## src/rtl/isp_ahb_pkg.sv

```systemverilog
// Shared AHB-Lite constants, cfg-master state encoding and ISP register map.
// Used by the ISP configuration master and, for the register offsets, by the ISP slave.
package isp_ahb_pkg;

  localparam logic [1:0] HTRANS_IDLE   = 2'b00;
  localparam logic [1:0] HTRANS_NONSEQ = 2'b10;
  localparam logic [2:0] HSIZE_WORD    = 3'b010;
  localparam logic [2:0] HBURST_SINGLE = 3'b000;
  localparam logic [3:0] HPROT_DATA    = 4'b0011;

  typedef enum logic [2:0] {
    ST_IDLE    = 3'd0,
    ST_ADDR    = 3'd1,
    ST_DATA    = 3'd2,
    ST_RB_ADDR = 3'd3,
    ST_RB_DATA = 3'd4,
    ST_RESP    = 3'd5
  } cfg_state_e;

  localparam logic [11:0] REG_CTRL = 12'h000;
  localparam logic [11:0] REG_SIZE = 12'h004;
  localparam logic [11:0] REG_GAIN = 12'h008;
  localparam logic [11:0] REG_MODE = 12'h00C;

endpackage

```

## src/rtl/isp_ahb_cfg_master.sv

```systemverilog
// AHB-Lite single-transfer master turning a command handshake into ISP register accesses.
// Define ISP_CFG_READBACK_EN to verify every successful write with a readback read.
module isp_ahb_cfg_master
  import isp_ahb_pkg::*;
#(
  parameter logic [31:0] BASE_ADDR = 32'h0000_0000,
  parameter int          OFS_W     = 12
) (
  input  logic             HCLK,
  input  logic             HRESET,
  input  logic             cmd_valid,
  output logic             cmd_ready,
  input  logic             cmd_write,
  input  logic [OFS_W-1:0] cmd_addr,
  input  logic [31:0]      cmd_wdata,
  output logic             rsp_valid,
  output logic [31:0]      rsp_rdata,
  output logic             rsp_err,
  output logic             busy,
  output logic [31:0]      HADDR,
  output logic [1:0]       HTRANS,
  output logic             HWRITE,
  output logic [2:0]       HSIZE,
  output logic [2:0]       HBURST,
  output logic [3:0]       HPROT,
  output logic [31:0]      HWDATA,
  input  logic [31:0]      HRDATA,
  input  logic             HREADY,
  input  logic             HRESP
);

  cfg_state_e  state_reg;
  logic        write_reg;
  logic [31:0] addr_reg;
  logic [31:0] wdata_reg;
  logic [31:0] rdata_reg;
  logic        err_reg;

  always_ff @(posedge HCLK or posedge HRESET) begin
    if (HRESET) begin
      state_reg <= ST_IDLE;
      write_reg <= 1'b0;
      addr_reg  <= 32'h0;
      wdata_reg <= 32'h0;
      rdata_reg <= 32'h0;
      err_reg   <= 1'b0;
    end else begin
      case (state_reg)
        ST_IDLE: begin
          if (cmd_valid) begin
            write_reg <= cmd_write;
            addr_reg  <= BASE_ADDR + {{(32-OFS_W){1'b0}}, cmd_addr};
            wdata_reg <= cmd_wdata;
            // Misaligned offsets never reach the bus; report no data with the error.
            if (cmd_addr[1:0] != 2'b00) begin
              rdata_reg <= 32'h0;
              err_reg   <= 1'b1;
              state_reg <= ST_RESP;
            end else begin
              state_reg <= ST_ADDR;
            end
          end
        end
        ST_ADDR: begin
          if (HREADY) state_reg <= ST_DATA;
        end
        ST_DATA: begin
          if (HREADY) begin
            rdata_reg <= HRDATA;
            err_reg   <= HRESP;
`ifdef ISP_CFG_READBACK_EN
            if (write_reg && !HRESP) state_reg <= ST_RB_ADDR;
            else                     state_reg <= ST_RESP;
`else
            state_reg <= ST_RESP;
`endif
          end
        end
`ifdef ISP_CFG_READBACK_EN
        ST_RB_ADDR: begin
          if (HREADY) state_reg <= ST_RB_DATA;
        end
        ST_RB_DATA: begin
          if (HREADY) begin
            rdata_reg <= HRDATA;
            err_reg   <= HRESP | (HRDATA != wdata_reg);
            state_reg <= ST_RESP;
          end
        end
`endif
        ST_RESP: state_reg <= ST_IDLE;
        default: state_reg <= ST_IDLE;
      endcase
    end
  end

  // Bus controls decode straight from state so an async reset clears them at once.
  assign HTRANS    = (state_reg == ST_ADDR || state_reg == ST_RB_ADDR) ? HTRANS_NONSEQ : HTRANS_IDLE;
  assign HWRITE    = (state_reg == ST_ADDR) ? write_reg : 1'b0;
  assign HADDR     = addr_reg;
  assign HWDATA    = wdata_reg;
  assign HSIZE     = HSIZE_WORD;
  assign HBURST    = HBURST_SINGLE;
  assign HPROT     = HPROT_DATA;

  assign cmd_ready = (state_reg == ST_IDLE);
  assign busy      = (state_reg != ST_IDLE);
  assign rsp_valid = (state_reg == ST_RESP);
  assign rsp_rdata = rdata_reg;
  assign rsp_err   = err_reg;

endmodule

```

## config.mk

```make
export PLATFORM = sky130hd
export DESIGN_NAME = isp_ahb_cfg_master
export DESIGN_NICKNAME = d
export VERILOG_FILES = /design/src/rtl/isp_ahb_pkg.sv /design/src/rtl/isp_ahb_cfg_master.sv
export SDC_FILE = /design/constraint.sdc
export NUM_CORES = 1
export LEC_CHECK = 0
export ABC_CLOCK_PERIOD_IN_PS = 2700
export BUFFER_PORTS_ARGS = -buffer_cell sky130_fd_sc_hd__buf_2
export CELL_PAD_IN_SITES_DETAIL_PLACEMENT = 0
export CELL_PAD_IN_SITES_GLOBAL_PLACEMENT = 1
export CORE_ASPECT_RATIO = 2
export CORE_UTILIZATION = 30
export DETAILED_ROUTE_END_ITERATION = 10
export GPL_TIMING_DRIVEN = 1
export PLACE_DENSITY_LB_ADDON = 0.1
export SLEW_MARGIN = 20
export SYNTH_ARGS = -nofsm -noshare
export SYNTH_HDL_FRONTEND = slang
export SYNTH_SLANG_ARGS = --single-unit
```

## constraint.sdc

```tcl
create_clock -name HCLK -period 2.7 [get_ports HCLK]
set_clock_uncertainty 0.15 [all_clocks]
set_input_delay 0.54 -clock HCLK [delete_from_list [all_inputs] [get_ports HCLK]]
set_output_delay 0.54 -clock HCLK [all_outputs]
set_load 0.02 [all_outputs]
```

### Word-level counts from Yosys, hierarchy flattened

Index checks and enable logic that the tools add are counted.

* flip-flop bits (word level): 81
* output and inout bits: 113
* word-level logic and storage cells: 37

* eq/ne operators: 8
* muxes and demuxes: 15
* reduce and logical (&&, ||, !) cells: 8

Operators by type and width (count)
* $mux 32: 3
* $pmux 32 s2: 1
* $mux 3: 4
* $pmux 3 s3: 1
* $eq 3x2->1 const B: 2
* $ne 2x2->1 const B: 3
* $mux 1: 4
* $reduce_and 4->1: 1
* $reduce_bool 2->1: 2
* $eq 3x1->1 const B: 1
* $eq 3x3->1 const B: 1
* $logic_not 3->1: 1
* $reduce_and 3->1: 1
* $reduce_bool 3->1: 1
* $mux 2: 1
* $ne 2x1->1 const B: 1
* $pmux 1 s2: 1
* $reduce_and 2->1: 1
* $logic_or 1x1->1: 1

### Longest topological paths before layout

* depth after elaboration: 4
* mapped depth: 6

### Worst setup path after synthesis

No wires, ideal clock.

* path kind: register to output
* from: reg state_reg[0]
* to: out busy
* arrival: 1.345 ns
* required time: 2.010 ns
* setup slack: 0.665 ns
* cell stages (with the launch flop): 4
* path buffers: 1
* cells stage by stage: dfrtp_1 > buf_2 > nor3_1 > inv_1

* longest elaborated chain between the ends: 1

Ends and longest elaborated chain
* start: declaration: RTL line isp_ahb_cfg_master.sv:32 `cfg_state_e state_reg;`
* start signal: assignment: RTL line isp_ahb_cfg_master.sv:41 `state_reg <= ST_IDLE;`
* start signal: assignment: RTL line isp_ahb_cfg_master.sv:58 `state_reg <= ST_RESP;`
* start signal: assignment: RTL line isp_ahb_cfg_master.sv:60 `state_reg <= ST_ADDR;`
* $reduce_bool 3->1: RTL line isp_ahb_cfg_master.sv:107 `assign busy = (state_reg != ST_IDLE);`
* end: declaration: RTL line isp_ahb_cfg_master.sv:19 `output logic busy,`

No other way between the ends.

### Worst setup path after layout

* from: reg state_reg[0]
* to: out cmd_ready

* longest elaborated chain between the ends: 1

Ends and longest elaborated chain
* $logic_not 3->1: RTL line isp_ahb_cfg_master.sv:106 `assign cmd_ready = (state_reg == ST_IDLE);`
* end: declaration: RTL line isp_ahb_cfg_master.sv:12 `output logic cmd_ready,`

No other way between the ends.

==> key figures <==
Clock tree
  – CTS resizes: 0
  – Number of CTS-inserted buffers: 9
  – # H-tree levels: 3
  – CTS tree: built
  – Clock latency on the worst-skew pair: 0.32 ns
  – Clock Path Buffers: 2
  – CTS sink count: 81
  – Hold_buf cts: 0
  – # Post-CTS Setup Buffers: 0
  – Worst-path clk slew: 0.06 ns
  – Root buffer cell: clkbuf_16

Synthesis
  – Synth Register Bits: 81
  – Post-synth top area share: 55.4%
  – Area contributors post-synth: dfrtp_1 (55%), mux2_4 (16%), buf_4 (7.6%)
  – Most frequent cell after synthesis: dfrtp_1
  – Distinct cells, synth: 26
  – Post-synth EDFFs: 0
  – Synthesized area per cell: 12.4 sq um
  – Mapped cell area: 3660 sq um
  – Gate Count Post-Synth: 295
  – Seq/Total Area, Yosys: 55.4%
  – Most used DFF post-synth: dfrtp_1
  – Post-synth top cells: dfrtp_1 (81), nand2_1 (65), mux2_4 (39)
  – Async set-or-reset flop fraction in the synthesized netlist: 100%
  – Total number of yosys warnings: 0
  – Leading area contributor after synthesis: dfrtp_1

Floorplanning
  – # IOs: 195
  – Die area: 12,700 sq um
  – Initial Utilization: 31.1%
  – FP Rows: 56
  – Die Height: 158 microns
  – Width of the die: 80.1 microns
  – Core ar.: 11,800 sq um

Global route
  – Total gr overflow: 0
  – Total Routing Usage GR: 14.5%
  – Number of global-route vias before repair: 2,607
  – Largest net degree at the start of global routing: 82
  – First-pass GRT wire length: 13,700 microns
  – Initial antenna violation count: 0

Finish
  – Final Non-Filler Cells: 605
  – Ant. Diodes: 0
  – Post-layout net count: 537
  – Final Util: 40.5%
  – Share of cells above drive strength 1: 51.1%
  – Syn-to-layout area delta: 30.4%

Power and ir drop
  – PD cells: 1330 nW/um^2
  – Worst vdd ir: 0.501 mV
  – Tot Pwr: 6.35 mW
  – P_leak: 2.47 nW

Timing
  – Final slew viol count: 0
  – RSZ-0062 raised after global routing: false
  – Crit share post-route: 76.6%
  – Final Hold Viols: 0
  – Final setup vio count: 0
  – Fmax: 484 MHz
  – Final setup TNS: 0 ns
  – Tmin final: 2.07 ns

Route
  – Drt first-iter violations: 108
  – Routed WL per cell: 14.7 microns
  – DRT Pass-1 Iters: 4
  – Final wirelength: 8900 microns
  – Via density: 4.34
  – Via count: 2,623
  – Antenna-violating nets left: 0
  – DRC errors left: 0

Worst setup path
  – Worst R2R Setup Slack: 0.80 ns
  – Crit Path Max Fanout: 11
  – Worst setup endpoint: cmd_ready
  – Critical Path RT: 2.01 ns
  – Reg2Reg Depth: 3
  – Startpoint Class: register
  – R2r startpoint: state_reg[1]
  – Reg2reg end: HADDR[0]
  – Worst EP arrival: 1.38 ns
  – Worst Setup SP: state_reg[0]
  – Critical path class: register to output pin
  – Crit. End Element: output pin

Placement
  – Placed cell count: 589
  – Buffers on Ports: 163
  – HPWL after DPL: 6380 microns
  – Placer Congestion: 0.774

Run
  – Max_cap viols: 0

Run status
  – Status: complete, no violations

Min path
  – HP Class: input pin to asynchronous set/reset pin
==> where the power goes <==
group	internal, mW	switching (mW)	leakage (nW)
clock network	0.837	0.470	0.153
registers	1.82	0.368	1.01
logic	1.25	1.61	1.31
total	3.90	2.44	2.47
==> placed cells by master (no fill, tap or decap), drive strengths merged, types with 4 or more instances in the layout <==
cell,instances
nand2,65
mux2,45
nor2,4
dfrtp,81
o21ai,33
buf,169
conb,31
clkbuf,12
==> metrics by stage <==
| stage | area, sq um | hold WS, ns | setup slack (ns) |
|---|---|---|---|
| detailed placement | 4450 | 0.339 | 0.788 |
| floorplan | 3770 | 0.324 | 0.665 |
| CTS | 4770 | 0.194 | 0.614 |
| global placement | 4450 | 0.335 | 0.817 |
| finish | 4770 | 0.175 | 0.633 |
| global route | 4770 | 0.211 | 0.506 |
==> metal layers <==
layer / vias up / track usage [%] / share of wire [%]
met2: 115 / 27.0 / 57
met5: - / 0 / 0
li1: 1232 / - / -
met3: 6 / 3.23 / 5.7
met4: 0 / 5.87 / 1.5
met1: 1270 / 15.3 / 36
==> kinds of logic after synthesis <==
family          share of synthesized area, %
flops                                   55.4
simple gates                            9.78
buf+inv                                 11.4
mux                                     17.9
compound gates                          5.34
other cells                            0.205
==> critical path, cell delays in order, from the launching register on <==
cell     delay, ns
dfrtp_1       0.51
nor3_1        0.32
buf_2         0.22
==> layout make-up <==
type | count | area [sq um]
multi-input cells | 192 | 1340
inverters | 2 | 11.3
clock inverters | 4 | 76.3
clock buffers | 12 | 246
well taps | 145 | 181
fillers | 1215 | 7000
repair buffers | 169 | 886
flip-flops and latches | 81 | 2030
==> how the worst min path moves through the flow <==
stage                    end  slack [ns]  cells past startpoint
6_report       rsp_rdata[24]        0.17                      3
5_1_grt        rsp_rdata[24]        0.21                      3
4_1_cts           HWDATA[24]        0.19                      3
3_5_place_dp      HWDATA[18]        0.34                      1
3_3_place_gp      HWDATA[27]        0.34                      1
2_1_floorplan      write_reg        0.32                      1
(Power assumes the default switching activity.)
